File: config.mk
export PLATFORM = sky130hd
export DESIGN_NAME = stepper_phase_sequencer
export DESIGN_NICKNAME = d
export VERILOG_FILES = /design/src/rtl/stepper_pkg.sv /design/src/rtl/step_rate_divider.sv /design/src/rtl/stepper_phase_sequencer.sv
export SDC_FILE = /design/constraint.sdc
export NUM_CORES = 1
export LEC_CHECK = 0
export ABC_AREA = 1
export BUFFER_PORTS_ARGS = -buffer_cell sky130_fd_sc_hd__buf_4
export CORE_UTILIZATION = 55
export DETAILED_ROUTE_END_ITERATION = 10
export GPL_TIMING_DRIVEN = 1
export HOLD_SLACK_MARGIN = 0.06
export PLACE_DENSITY = 0.7
export SLEW_MARGIN = 20
export SYNTH_ARGS = -nofsm -noshare
export SYNTH_HDL_FRONTEND = slang
export SYNTH_SLANG_ARGS = --single-unit
File: constraint.sdc
create_clock -name clk -period 2.95 [get_ports clk]
set_clock_uncertainty 0.05 [all_clocks]
set_input_delay 0.295 -clock clk [delete_from_list [all_inputs] [get_ports clk]]
set_output_delay 0.295 -clock clk [all_outputs]
set_load 0.05 [all_outputs]
File: src/rtl/stepper_pkg.sv
// stepper_pkg: shared FSM/request types, coil tables and phase width for the stepper sequencer.
// Defining STEPPER_HALF_STEP_EN selects the 8-entry half-step table and a 3-bit phase.
package stepper_pkg;
    typedef enum logic [1:0] {IDLE, RUN, DWELL} state_t;
    typedef enum logic [1:0] {REQ_STOP, REQ_CW, REQ_CCW} req_t;
    // Entry 0 is the rightmost element.
    localparam logic [3:0][3:0] FULL_STEP_TBL = {4'b1001, 4'b0011, 4'b0110, 4'b1100};
    localparam logic [7:0][3:0] HALF_STEP_TBL = {4'b1001, 4'b0001, 4'b0011, 4'b0010,
                                                 4'b0110, 4'b0100, 4'b1100, 4'b1000};
`ifdef STEPPER_HALF_STEP_EN
    localparam int PHASE_W = 3;
    localparam logic [PHASE_W-1:0] PHASE_RST = 3'd1;
`else
    localparam int PHASE_W = 2;
    localparam logic [PHASE_W-1:0] PHASE_RST = 2'd0;
`endif

    function automatic logic [3:0] coil_pattern(input logic [PHASE_W-1:0] phase);
`ifdef STEPPER_HALF_STEP_EN
        return HALF_STEP_TBL[phase];
`else
        return FULL_STEP_TBL[phase];
`endif
    endfunction

    function automatic req_t decode_req(input logic [1:0] rl);
        return rl == 2'b10 ? REQ_CW : rl == 2'b01 ? REQ_CCW : REQ_STOP;
    endfunction
endpackage

File: src/rtl/step_rate_divider.sv
// step_rate_divider: step-period counter; tick on the last cycle of each STEP_DIV-cycle period.
module step_rate_divider #(
    parameter int STEP_DIV = 500000
) (
    input  logic clk,
    input  logic resetN,
    input  logic clear,
    input  logic run,
    output logic tick
);
    localparam int CNT_W = $clog2(STEP_DIV);
    logic [CNT_W-1:0] cnt_q, cnt_d;
    assign tick = run && cnt_q == CNT_W'(STEP_DIV - 1);
    assign cnt_d = (clear || !run || tick) ? '0 : cnt_q + CNT_W'(1);
    always_ff @(posedge clk or negedge resetN) begin
        if (!resetN) cnt_q <= '0;
        else cnt_q <= cnt_d;
    end
endmodule

File: src/rtl/stepper_phase_sequencer.sv
// stepper_phase_sequencer: turns a held direction request into timed coil phases and a signed position.
// Build option STEPPER_HALF_STEP_EN switches to half-stepping (8 phases, position in half-steps).
module stepper_phase_sequencer
    import stepper_pkg::*;
#(
    parameter int STEP_DIV = 500000,
    parameter int POS_W    = 16
) (
    input  logic                    clk,
    input  logic                    resetN,
    input  logic [1:0]              rightLeft,
    input  logic                    enable,
    output logic [3:0]              coils,
    output logic                    moving,
    output logic                    dirCw,
    output logic signed [POS_W-1:0] position
);
    logic [1:0] sync1_q, sync2_q;
    state_t state_q, state_d;
    logic [PHASE_W-1:0] phase_q, phase_d;
    logic signed [POS_W-1:0] pos_q, pos_d;
    logic dir_q, dir_d;
    logic [3:0] coils_q, coils_d;
    logic tick, step, rev;
    req_t req;

    assign req = decode_req(sync2_q);
    assign rev = (req == REQ_CW && !dir_q) || (req == REQ_CCW && dir_q);

    // Reversal outranks a coincident tick, and STOP outranks both.
    always_comb begin
        state_d = state_q;
        dir_d = dir_q;
        step = 1'b0;
        if (!enable) state_d = IDLE;
        else begin
            case (state_q)
                IDLE: if (req != REQ_STOP) begin
                    state_d = RUN;
                    dir_d = req == REQ_CW;
                end
                RUN: if (req == REQ_STOP) state_d = IDLE;
                     else if (rev) state_d = DWELL;
                     else step = tick;
                DWELL: if (req == REQ_STOP) state_d = IDLE;
                       else if (tick) begin
                           state_d = RUN;
                           dir_d = req == REQ_CW;
                       end
                default: state_d = IDLE;
            endcase
        end
    end

    assign phase_d = !step ? phase_q : dir_q ? phase_q + PHASE_W'(1) : phase_q - PHASE_W'(1);
    assign pos_d = !step ? pos_q : dir_q ? pos_q + POS_W'(1) : pos_q - POS_W'(1);
    assign coils_d = enable ? coil_pattern(phase_d) : 4'b0000;

    step_rate_divider #(.STEP_DIV(STEP_DIV)) u_div (
        .clk   (clk),
        .resetN(resetN),
        .clear (state_d != state_q),
        .run   (state_q != IDLE),
        .tick  (tick)
    );

    always_ff @(posedge clk or negedge resetN) begin
        if (!resetN) begin
            sync1_q <= 2'b00;
            sync2_q <= 2'b00;
            state_q <= IDLE;
            phase_q <= PHASE_RST;
            pos_q <= '0;
            dir_q <= 1'b1;
            coils_q <= 4'b0000;
        end else begin
            sync1_q <= rightLeft;
            sync2_q <= sync1_q;
            state_q <= state_d;
            phase_q <= phase_d;
            pos_q <= pos_d;
            dir_q <= dir_d;
            coils_q <= coils_d;
        end
    end

    assign coils = coils_q;
    assign moving = state_q == RUN;
    assign dirCw = dir_q;
    assign position = pos_q;
endmodule

After elaboration in Yosys (flattened, before gate mapping):

Index checks and enable logic that the tools add are counted.

* output and inout port bits: 22
* register bits: 48

* reduce and logical (&&, ||, !) cells: 14
* equality and inequality tests: 11
* $lt $le $gt $ge: 1
* add/subtract/negate cells: 5
* muxes and demuxes: 24

Operators by type and width (number)
* $mux W2: 10
* $add A19 B1 Y19 const B: 1
* $eq A19 B19 Y1 const B: 1
* $mux W19: 1
* $add A16 B2 Y16 const B: 1
* $mux W16: 1
* $sub A16 B2 Y16 const B: 1
* $bmux W4 S2: 1
* $mux W4: 2
* $mux W1: 7
* $eq A2 B1 Y1 const B: 3
* $eq A2 B2 Y1 const B: 3
* $ne A2 B2 Y1 const B: 3
* $pmux W2 S3: 1
* $reduce_bool A2 Y1: 3
* $reduce_and A5 Y1: 1
* $logic_not A2 Y1: 2
* $logic_and A1 B1 Y1: 3
* $logic_or A1 B1 Y1: 3
* $lt A2 B3 Y1 const B: 1
* $add A2 B1 Y2 const B: 1
* $logic_not A1 Y1: 2
* $ne A2 B2 Y1: 1
* $pmux W1 S2: 1
* $sub A2 B1 Y2 const B: 1

Longest topological paths before layout:

* depth after elaboration: 14
* gate-level depth with buffers: 14

Modules after synthesis:

Synthesis repeated with hierarchy kept, for this count alone.

* cells, all modules: 456
* area total of the unflattened synthesis: 3173.0 sq um

Modules (own cells, without submodules)
* stepper_phase_sequencer: area each 2073.2 sq um, times used 1, cells an instance 308, seq. area each 726.9 sq um
* step_rate_divider: area each 1099.8 sq um, times used 1, cells an instance 148, seq. area each 475.5 sq um

Worst setup path after synthesis:

OpenSTA, ideal clock, no wires.

* path type: flip-flop to flip-flop
* start point: reg dir_q, in the netlist dirCw
* end point: reg pos_q[15], in the netlist position[15]
* stages on the path, launching flop included: 11
* library setup time: 0.119 ns
* path slack: 0.556 ns
* required time: 2.781 ns
* arrival time: 2.224 ns
* cells stage by stage: dfstp_2 -> inv_1 -> ha_1 -> a21oi_1 -> o21ai_0 -> a21oi_1 -> nand2_1 -> nand2_1 -> nand3_1 -> nand2_1 -> nand2_1

* cells in the longest elaborated chain, start to end: 7
* elaborated cells on any way between the ends: 9
* those cells by class: 5 x mux; 4 x reduce/logical

Ends and longest elaborated chain
* start: declaration: line stepper_phase_sequencer.sv:22 `logic dir_q, dir_d;`
* start signal: assignment: line stepper_phase_sequencer.sv:82 `dir_q <= dir_d;`
* $logic_not A1 Y1: line stepper_phase_sequencer.sv:28 `assign rev = (req == REQ_CW && !dir_q) || (req == REQ_CCW && dir_q);`
* $logic_and A1 B1 Y1: line stepper_phase_sequencer.sv:28
* $logic_or A1 B1 Y1: line stepper_phase_sequencer.sv:28
* $mux W1: line stepper_phase_sequencer.sv:43 `else if (rev) state_d = DWELL;`
* $mux W1: line stepper_phase_sequencer.sv:42 `RUN: if (req == REQ_STOP) state_d = IDLE;`
* $mux W1: line stepper_phase_sequencer.sv:37 `case (state_q)`
* $mux W1: line stepper_phase_sequencer.sv:35 `if (!enable) state_d = IDLE;`
* end signal: assignment: line stepper_phase_sequencer.sv:81 `pos_q <= pos_d;`
* end: declaration: line stepper_phase_sequencer.sv:21 `logic signed [POS_W-1:0] pos_q, pos_d;`

Parallel ways exist; a longest one is shown, timed or not.
A chain may end at the register's enable or synchronous reset.

Worst setup path in the final report:

Ends and elaborated chain as after synthesis.

==> run summary <==
H-tree depth -> 2
Mapped Cells -> 398
CTS sink count -> 48
Area Growth Syn to Fin -> 12.8%
Fmax -> 0.400 GHz
Leakage power -> 1.81 nW
Post-synth EDFFs -> 0
Worst Tran Pin Value -> 601 ps
Worst-Skew Late Latency -> 310 ps
GP Congestion -> 0.939
Vias in the first global route -> 2537
Row count -> 27
Final Core Density -> 64.6%
Max stage delay cell, worst path -> dfstp_2
Yosys cell types -> 34
Fin. max-slew vios -> 0
Period utilization -> 84.7%
DRC viols -> 0
Crit-path most repeated cell -> nand2_1
CP Capture Type -> register
Status -> finished, final reports clean
Detail Placement HPWL -> 5020 um
Worst EP required -> 3120 ps
Die Footprint -> 0.00604 mm2
IO Pins -> 27
Synth Cell Area -> 0.00315 mm2
# diodes -> 0
Worst setup SP type -> register
Synth Warn # -> 0
Initial antenna violation count -> 0
Post-CTS setup repair buffer count -> 0
Clk root buf -> clkbuf_8
Initial DRT Pass Iterations -> 4
Max Cap Viol -> 0
Crit-path cells -> inv_1 > ha_1 > a21oi_1 > o21ai_0 > a21oi_1 > nand2_1 > nand2_1 > nand3_1 > nand2_1 > nand2_1
Die H -> 77.7 um
Largest stage delay on the critical path -> 600 ps
Final WL -> 6810 um
Starting density of the core -> 57.2%
Via-per-instance ratio -> 5.48
Max IR drop VDD -> 0.216 mV
Routed WL per cell -> 13.5 um
Pwr dens -> 439 mW/mm2
Crit path arrival time -> 2660 ps
Resize count post-CTS -> 0
Hold crit path type -> in2reg
Normalized max-slew margin -> 59.9%
Synth Flop Type -> dfrtp_1
Hold_buf cts -> 3
Total GRT Usage -> 24.0%
Post-Layout Inst Area -> 0.00355 mm2
Synth Net Count -> 421
Vias -> 2763
Fillers -> 515
CTS tree -> done
Final Power -> 1.56 mW
Async S/R FF share, synth -> 100%
Pin count of the biggest net entering global routing -> 49
Flops & latches, synth -> 48
Final min period -> 2500 ps
Clock buffer count from CTS -> 5
RSZ-0062 raised after global routing -> false
Clock Pin Slew Worst Setup and Hold Paths -> 100 ps
Maximum clock insertion buffer count -> 2
Gr ovfl total -> 0
Global-route wire length before repair -> 11400 um
Dpl cell area -> 0.00341 mm2
Post-Syn Area per Cell -> 7.92 um2
Critical Path Fanout Max -> 16
Final hold slack -> 230 ps
Sequential element share of the synthesized area -> 38.2%
Final hold viol count -> 0
Final setup TNS -> 0 ps
# nets final -> 454
Initial DRC count -> 171
Core Box Area -> 0.00551 mm2
Port Buf Inserts -> 26
Chip width -> 77.7 um
Final ANT Viol Nets -> 0
Final setup vio count -> 0
Crit Path Class -> reg2reg
Share of post-route cells with drive strength above 1 -> 15.3%
-- cell usage in the layout (no fill, tap or decap), types with 3 or more instances in the layout --
master	n
a21o_1	4
ha_1	17
nand4_1	11
nand2_2	4
a31oi_1	3
inv_2	3
nor3_2	10
dlygate4sd3_1	3
xor2_1	17
o21ai_0	12
nand3_2	3
nor3_1	17
inv_1	48
a21oi_1	23
nand2_1	81
xnor2_1	8
dfrtp_1	47
clkbuf_8	5
nand3_1	28
buf_4	27
nor2_1	40
-- cells by family (layout without fill, tap and decap cells) --
group,after synthesis,after routing,share of synthesized area (%)
simple gates,205,205,32.0
xor+xnor,25,25,6.95
mux,2,2,0.635
fa+ha+maj,18,18,7.38
buf+inv,56,90,7.34
compound gates,44,44,7.58
flops,48,48,38.2
-- cell usage after synthesis (3+ instances only) --
cell type	count	area share [%]
inv_1	48	5.7
nand3_2	3	0.95
nor2_1	40	4.8
inv_2	3	0.36
xnor2_1	8	2.2
nor3_2	10	3.2
a31oi_1	3	0.60
nand3_1	28	4.4
a21oi_1	23	3.7
xor2_1	17	4.7
dfrtp_1	47	37
o21ai_0	12	1.9
nor3_1	17	2.7
nand2_1	81	9.6
nand2_2	4	0.79
a21o_1	4	0.95
ha_1	17	6.7
nand4_1	11	2.2
-- final timing paths --
| check | to | slack (ps) | depth (start not counted) | startpoint |
|---|---|---|---|---|
| min in group asynchronous | position[5]$_DFFE_PN0P_ | 470 | 2 | resetN |
| min reg2reg | sync2_q[1]$_DFF_PN0_ | 310 | 0 | sync1_q[1]$_DFF_PN0_ |
| min | state_q[1]$_DFF_PN0_ | 230 | 3 | enable |
| max | position[15]$_DFFE_PN0P_ | 450 | 10 | dirCw$_DFFE_PN1P_ |
| max reg2reg | position[15]$_DFFE_PN0P_ | 450 | 10 | dirCw$_DFFE_PN1P_ |
| max in group asynchronous | sync2_q[0]$_DFF_PN0_ | 1950 | 2 | resetN |
-- per-stage QoR --
step / setup slack (ps) / std cells
finish: 452 / 504
global route: 257 / 504
CTS: 453 / 504
detailed placement: 478 / 493
global placement: 524 / 493
floorplan: 556 / 398
-- power by group --
part	internal (mW)	total, mW	switching [mW]
combinational	0.110	0.379	0.269
sequential	0.672	0.685	0.0129
clock	0.256	0.499	0.243
total	1.04	1.56	0.525
-- flip-flops by register name, summed over array words and instances (netlist names) --
register     cells
state_q          2
u_div.cnt_q     19
position        16
phase_q          2
dirCw            1
coils            4
sync1_q          2
sync2_q          2
-- critical path, delay by kind of cell, from the launching register on --
family | cells | cell delay [ps]
buf+inv | 1 | 290
fa+ha+maj | 1 | 480
simple gates | 5 | 350
flops | 1 | 600
compound gates | 3 | 630
-- area by class of cell --
type	count	area (um2)	share of cell area, %
sequential	48	1200	33.8
timing repair buffer	30	233	6.55
inverter	52	196	5.53
clock inverter	3	46.3	1.30
tap	72	90.1	2.53
multi-input combinational	294	1720	48.3
clock buffer	5	68.8	1.94
-- layer usage --
metal	GRT usage [%]	wire, um	up-vias
met5	0	0	-
li1	-	-	1369
met2	37.5	3040	80
met4	5.85	39	0
met3	4.24	373	4
met1	34.5	3360	1310
(Power assumes the default switching activity.)
